==> config.mk <==
export PLATFORM = sky130hd
export DESIGN_NAME = cardinal_nic
export DESIGN_NICKNAME = d
export VERILOG_FILES = /design/src/rtl/cardinal_nic.sv
export SDC_FILE = /design/constraint.sdc
export NUM_CORES = 1
export LEC_CHECK = 0
export CORE_UTILIZATION = 39
export CTS_CLUSTER_SIZE = 20
export DETAILED_ROUTE_END_ITERATION = 12
export PLACE_DENSITY = 0.78
export SYNTH_ARGS = -nofsm -noshare
export SYNTH_HDL_FRONTEND = slang
export SYNTH_SLANG_ARGS = --single-unit
==> constraint.sdc <==
create_clock -name clk -period 1.3 [get_ports clk]
set_input_delay 0.26 -clock clk [delete_from_list [all_inputs] [get_ports clk]]
set_output_delay 0.26 -clock clk [all_outputs]
set_load 0.005 [all_outputs]
==> src/rtl/cardinal_nic.sv <==
// cardinal_nic: processor-side NIC responder bridging a node processor to its
// ring router through a one-entry input buffer and a one-entry output buffer.
// Packets are 64 bits, with the router's bit 0 as the most significant bit.
// Here that bit is index 63 of a [63:0] vector, so the VC bit is out_buf[63].
module cardinal_nic (
  input  logic        clk,
  input  logic        reset,
  input  logic [1:0]  addr,
  input  logic [63:0] d_in,
  output logic [63:0] d_out,
  input  logic        nicEn,
  input  logic        nicWrEn,
  input  logic        net_si,
  output logic        net_ri,
  input  logic [63:0] net_di,
  output logic        net_so,
  input  logic        net_ro,
  output logic [63:0] net_do,
  input  logic        net_polarity
);

  localparam int unsigned PKT_W  = 64;
  localparam int unsigned VC_BIT = PKT_W - 1;

  localparam logic [1:0] ADDR_IN_BUF  = 2'b00;
  localparam logic [1:0] ADDR_IN_STAT = 2'b01;
  localparam logic [1:0] ADDR_OUT_BUF = 2'b10;
  localparam logic [1:0] ADDR_OUT_ST  = 2'b11;

  logic [PKT_W-1:0] in_buf;
  logic             in_full;
  logic [PKT_W-1:0] out_buf;
  logic             out_full;

  logic rd_en;
  logic wr_en;
  logic pop_in;
  logic accept_in;
  logic load_out;
  logic send;

  // Decode processor accesses and the two channel handshakes.
  always_comb begin
    rd_en     = nicEn & ~nicWrEn;
    wr_en     = nicEn & nicWrEn;
    pop_in    = rd_en & (addr == ADDR_IN_BUF);
    accept_in = net_si & ~in_full;
    load_out  = wr_en & (addr == ADDR_OUT_BUF) & ~out_full;
    send      = out_full & net_ro & (net_polarity == out_buf[VC_BIT]);
  end

  // Router-facing outputs; both follow the flags, so reset forces them at once.
  always_comb begin
    net_ri = ~in_full;
    net_so = send;
    net_do = out_full ? out_buf : '0;
  end

  // Processor read mux, zero-latency.
  always_comb begin
    d_out = '0;
    if (rd_en) begin
      case (addr)
        ADDR_IN_BUF:  d_out = in_buf;
        ADDR_IN_STAT: d_out = {(PKT_W-1)'(0), in_full};
        ADDR_OUT_BUF: d_out = out_buf;
        ADDR_OUT_ST:  d_out = {(PKT_W-1)'(0), out_full};
        default:      d_out = '0;
      endcase
    end
  end

  // Input channel: router fills, processor read of the data register drains.
  // A pop while empty is harmless; an accept in that cycle wins.
  always_ff @(posedge clk or negedge reset) begin
    if (!reset) begin
      in_buf  <= '0;
      in_full <= 1'b0;
    end else begin
      if (pop_in) begin
        in_full <= 1'b0;
      end
      if (accept_in) begin
        in_buf  <= net_di;
        in_full <= 1'b1;
      end
    end
  end

  // Output channel: processor fills when empty, a matching-polarity send drains.
  always_ff @(posedge clk or negedge reset) begin
    if (!reset) begin
      out_buf  <= '0;
      out_full <= 1'b0;
    end else begin
      if (load_out) begin
        out_buf  <= d_in;
        out_full <= 1'b1;
      end else if (send) begin
        out_full <= 1'b0;
      end
    end
  end

endmodule

# After elaboration in Yosys (flattened, before gate mapping)
# Index checks and enable logic that the tools add are counted.
[classes]
eq_ne = 4
muxes = 7
n_bitwise = 11
reduce_logical = 3
[ops]
columns = ["operator", "n"]
rows = [
  ["case mux 64 bit (4 select lines)", 1],
  ["two-way mux 64 bit", 2],
  ["AND 1 bit", 8],
  ["== test 2 bit (second input constant)", 2],
  ["two-way mux 1 bit", 4],
  ["nonzero test 2 bit", 2],
  ["NOT 1 bit", 3],
  ["== test 2 x 1 -> 1 bit (second input constant)", 1],
  ["zero test 2 bit", 1],
  ["== test 1 bit", 1],
]
[word_totals]
ff_bits = 130
in_bits = 137
word_cells = 29

# Depth between registers and ports, before layout
[logic_depth]
ltp_word = 5
depth_mapped = 5

# Worst setup path after synthesis
# OpenSTA, ideal clock, no wires.
[synth_path]
kind = "input to output"
from = "in nicWrEn"
to = "out d_out[10]"
arrival_ps = 1135
path_slack_ps = -95
path_stages = 4
n_path_buf = 1
path_cell_list = "nand2b_4 -> nor3_4 -> clkbuf_1 -> a22o_1"
[synth_via]
elab_chain_len = 3
[synth_rtl]
columns = ["item", "line_no", "text"]
rows = [
  ["from (decl)", "12", "input logic nicWrEn,"],
  ["NOT 1 bit", "44", "rd_en = nicEn & ~nicWrEn;"],
  ["AND 1 bit", "44", ""],
  ["two-way mux 64 bit", "62", "if (rd_en) begin"],
  ["to (decl)", "10", "output logic [63:0] d_out,"],
]
# No other way between the ends.

# Worst setup path after layout
[layout_path]
from = "reg out_full"
to = "out d_out[0]"
[layout_via]
elab_chain_len = 2
[layout_rtl]
columns = ["item", "line_no", "text"]
rows = [
  ["from (decl)", "33", "logic out_full;"],
  ["from (signal assigned)", "94", "out_full <= 1'b0;"],
  ["from (signal assigned)", "98", "out_full <= 1'b1;"],
  ["from (signal assigned)", "100", "out_full <= 1'b0;"],
  ["case mux 64 bit (4 select lines)", "63", "case (addr)"],
  ["two-way mux 64 bit", "62", ""],
]
# No other way between the ends.

==> flow_metrics.env <==
export IMPL_path_cells="buf_6, mux4_2, nor2b_4, buf_2"
export IMPL_p_switching_uw=6860
export IMPL_drv_cap=0
export IMPL_sw_frac_of_total_pct=29.9
export IMPL_wl_per_cell_um=24.5
export IMPL_worstSkewPairLatency_ns=0.42
export IMPL_yosysSeqAreaShare_pct=52.4
export IMPL_finalClockSkew_ns=0.00433
export IMPL_cts_max_level=4
export IMPL_layout_cells_non_filler=1035
export IMPL_critPathKind="reg -> out"
export IMPL_leakagePower_uw=0.00545
export IMPL_worst_path_max_delay_cell="mux4_2"
export IMPL_vias=5453
export IMPL_dieArea_mm2=0.0164
export IMPL_cts_buffer_depth=2
export IMPL_critPathLaunchType="flop"
export IMPL_critPathRequiredTime_ns=1.04
export IMPL_r2r_cells=8
export IMPL_fin_nets=949
export IMPL_synth_fp_nets=570
export IMPL_start_util_pct=40.4
export IMPL_internal_power_uw=16100
export IMPL_worstPathMaxFanout=2
export IMPL_ir_drop_mv=1.07
export IMPL_die_height_um=128
export IMPL_avgViaCountPerCell=5.27
export IMPL_fin_crit_ns=2.01
export IMPL_drt_pass1_iter_count=5
export IMPL_p_total_uw=22900
export IMPL_worstSetupEndpointType="output pin"
export IMPL_grt_pass1_vias=5782
export IMPL_fmax_ghz=0.497
export IMPL_drc_errors=0
export IMPL_cts_tree="done"
export IMPL_cts_sinks=130
export IMPL_syn_avg_cell_area_um2=14.3
export IMPL_grt_max_degree=53
export IMPL_final_hold_viol_count=0
export IMPL_synth_distinct_cells=20
export IMPL_slew_limit_headroom_pct=79.3
export IMPL_path_depth=4
export IMPL_syn_area_mm2=0.00621
export IMPL_worstMarginPinSlew_ns=0.311
export IMPL_syn_inst=433
export IMPL_path_clk_slew_ns=0.06
export IMPL_antenna_found_initial=0
export IMPL_p_clk_share_pct=19.7
export IMPL_synth_seq_cells=130
export IMPL_multi_input_area_mm2=0.00313
export IMPL_crit_buf_inv=2
export IMPL_ant_nets=0
export IMPL_utilization_pct=74.7
export IMPL_hold_class="in -> async"
export IMPL_fin_ws_ns=-0.712
export IMPL_drtIter0Drc=308
export IMPL_placedCellCount=907
export IMPL_cpPeakStageDelay_ns=0.50
export IMPL_gp_congestion=0.824
export IMPL_cp_arrival_ns=1.75
export IMPL_rr_endpoint="out_buf[35]$_DFFE_PN0P_"
export IMPL_period_share_pct=155
export IMPL_finalSetupViolCount=260
export IMPL_coreArea_mm2=0.0154
export IMPL_wl_um=25300
export IMPL_ff2ff_setup_slack_ns=-0.65
export IMPL_ys_warn_count=0
export IMPL_rsz0062_at_grt="true"
export IMPL_drive_gt1_share_pct=57.3
export IMPL_cts_made_buffers=17
export IMPL_grt_overflow=0
export IMPL_slew_violations=0
export IMPL_die_w_um=128
export IMPL_io_pins=267
export IMPL_grt_pass1_wl_um=34000
export IMPL_rows=45
export IMPL_io_buffer_count=266
export IMPL_crit_family="multiplexers"
export IMPL_root_buffer="clkbuf_16"
export IMPL_grt_use_total_pct=28.7
export IMPL_violations="setup timing"
export IMPL_status="finished with violations"
export IMPL_power_density_mw_per_mm2=2000
export IMPL_seqCellArea_mm2=0.00325
export IMPL_dp_hpwl_um=12800
export IMPL_timing_hold_ws_ns=0.288
export IMPL_num_fill_cells=985
export IMPL_combPwrFrac_pct=45.9
export IMPL_antenna_cells=0
export IMPL_r2r_start="out_full$_DFFE_PN0P_"
export IMPL_syn_to_final_growth_pct=84.8
export IMPL_power_frac_seq_pct=34.4
## metrics by stage
stage	TNS, ns	worst slack (ns)	cell area (um2)
after global routing	-117.30	-0.741	11500
after detailed placement	-165.54	-1.10	9270
after floorplan	-2.87	-0.0592	6240
after CTS	-106.98	-0.674	11100
after global placement	-158.73	-1.05	9270
final	-106.08	-0.712	11500
## cells by family (layout without fill, tap and decap cells)
kind of cell              count (synthesis)  in the layout  synth area share [%]
DFF                                     130            130                  52.4
buffers and inverters                    35            426                  3.91
xor gates and xnor gates                  1              1                 0.141
muxes                                   129            129                  26.5
AOI/OAI and AO/OA                        65             65                  9.13
and+or+nand+nor                          73             73                  7.88
## registers in the layout (all words and copies together) (netlist names)
register and flops:
in_buf 64, out_full 1, out_buf 64, in_full 1
## worst max-delay path by stage
stage                                     from                 endpoint  slack (ns)
final                     out_full$_DFFE_PN0P_                 d_out[0]       -0.71
after global routing      out_full$_DFFE_PN0P_                 d_out[0]       -0.74
after CTS                 out_full$_DFFE_PN0P_                 d_out[0]       -0.67
after detailed placement               addr[1]                d_out[35]       -1.10
after global placement                 addr[1]                d_out[42]       -1.05
after floorplan           out_full$_DFFE_PN0P_  out_buf[14]$_DFFE_PN0P_       -0.06
## repair_timing
item,in CTS,in global routing
resized for setup,620,156
gates cloned,25,11
buffers inserted,56,23
hold buffers,1,0
hold endpoints to repair,17,0
setup endpoints to repair,259,259
pin swaps,70,29
## power groups by stage
stage          clock network, uW  registers, uW  logic, uW
3_3_place_gp                   0           7500       6880
5_1_grt                     4730           8060      11000
6_report                    4520           7890      10500
2_1_floorplan                  0           7020       3890
3_5_place_dp                   0           7620       7080
4_1_cts                     4510           7650       8790
## per-layer routing
| layer | vias to the layer above | global-route usage, % | part of all wire (%) |
|---|---|---|---|
| li1 | 2326 | - | - |
| met1 | 2811 | 32.4 | 38 |
| met2 | 269 | 52.5 | 53 |
| met3 | 47 | 7.10 | 6.4 |
| met4 | 0 | 9.76 | 2.3 |
| met5 | - | 0 | 0 |
## synth_stat cells (all sizes together)
library cell / n / area share (%)
a22o: 63 / 8.9
xnor2: 1 / 0.14
nor3: 2 / 0.52
clkbuf: 11 / 0.67
nand2: 1 / 0.060
nor2: 1 / 0.10
mux4: 1 / 0.36
and3: 1 / 0.10
dfrtp: 130 / 52
nor2b: 2 / 0.20
and2: 64 / 6.4
buf: 22 / 3.1
mux2: 128 / 26
nand2b: 2 / 0.44
inv: 2 / 0.12
o21bai: 2 / 0.24
## area by class of cell
type,instances,share of cell area [%]
Clock buffer,25,4.23
Clock inverter,6,0.480
Inverter,2,0.0872
Multi-Input combinational cell,268,27.3
Sequential cell,130,28.4
Tap cell,211,2.30
Timing Repair Buffer,393,37.3
## cells in the final DEF, fill, tap and decap left out, types with 3 or more instances in the layout
master and count:
clkbuf_16 24, buf_6 76, and2_1 18, mux2_4 123, buf_16 17, and2_4 46
buf_12 33, clkdlybuf4s50_1 131, clkbuf_8 3, clkbuf_2 27, buf_2 69, clkbuf_1 5
buf_4 22, dfrtp_1 129, buf_8 10, a22o_1 63, mux2_2 5, clkinv_2 5
Power figures use the tool's default switching activity.
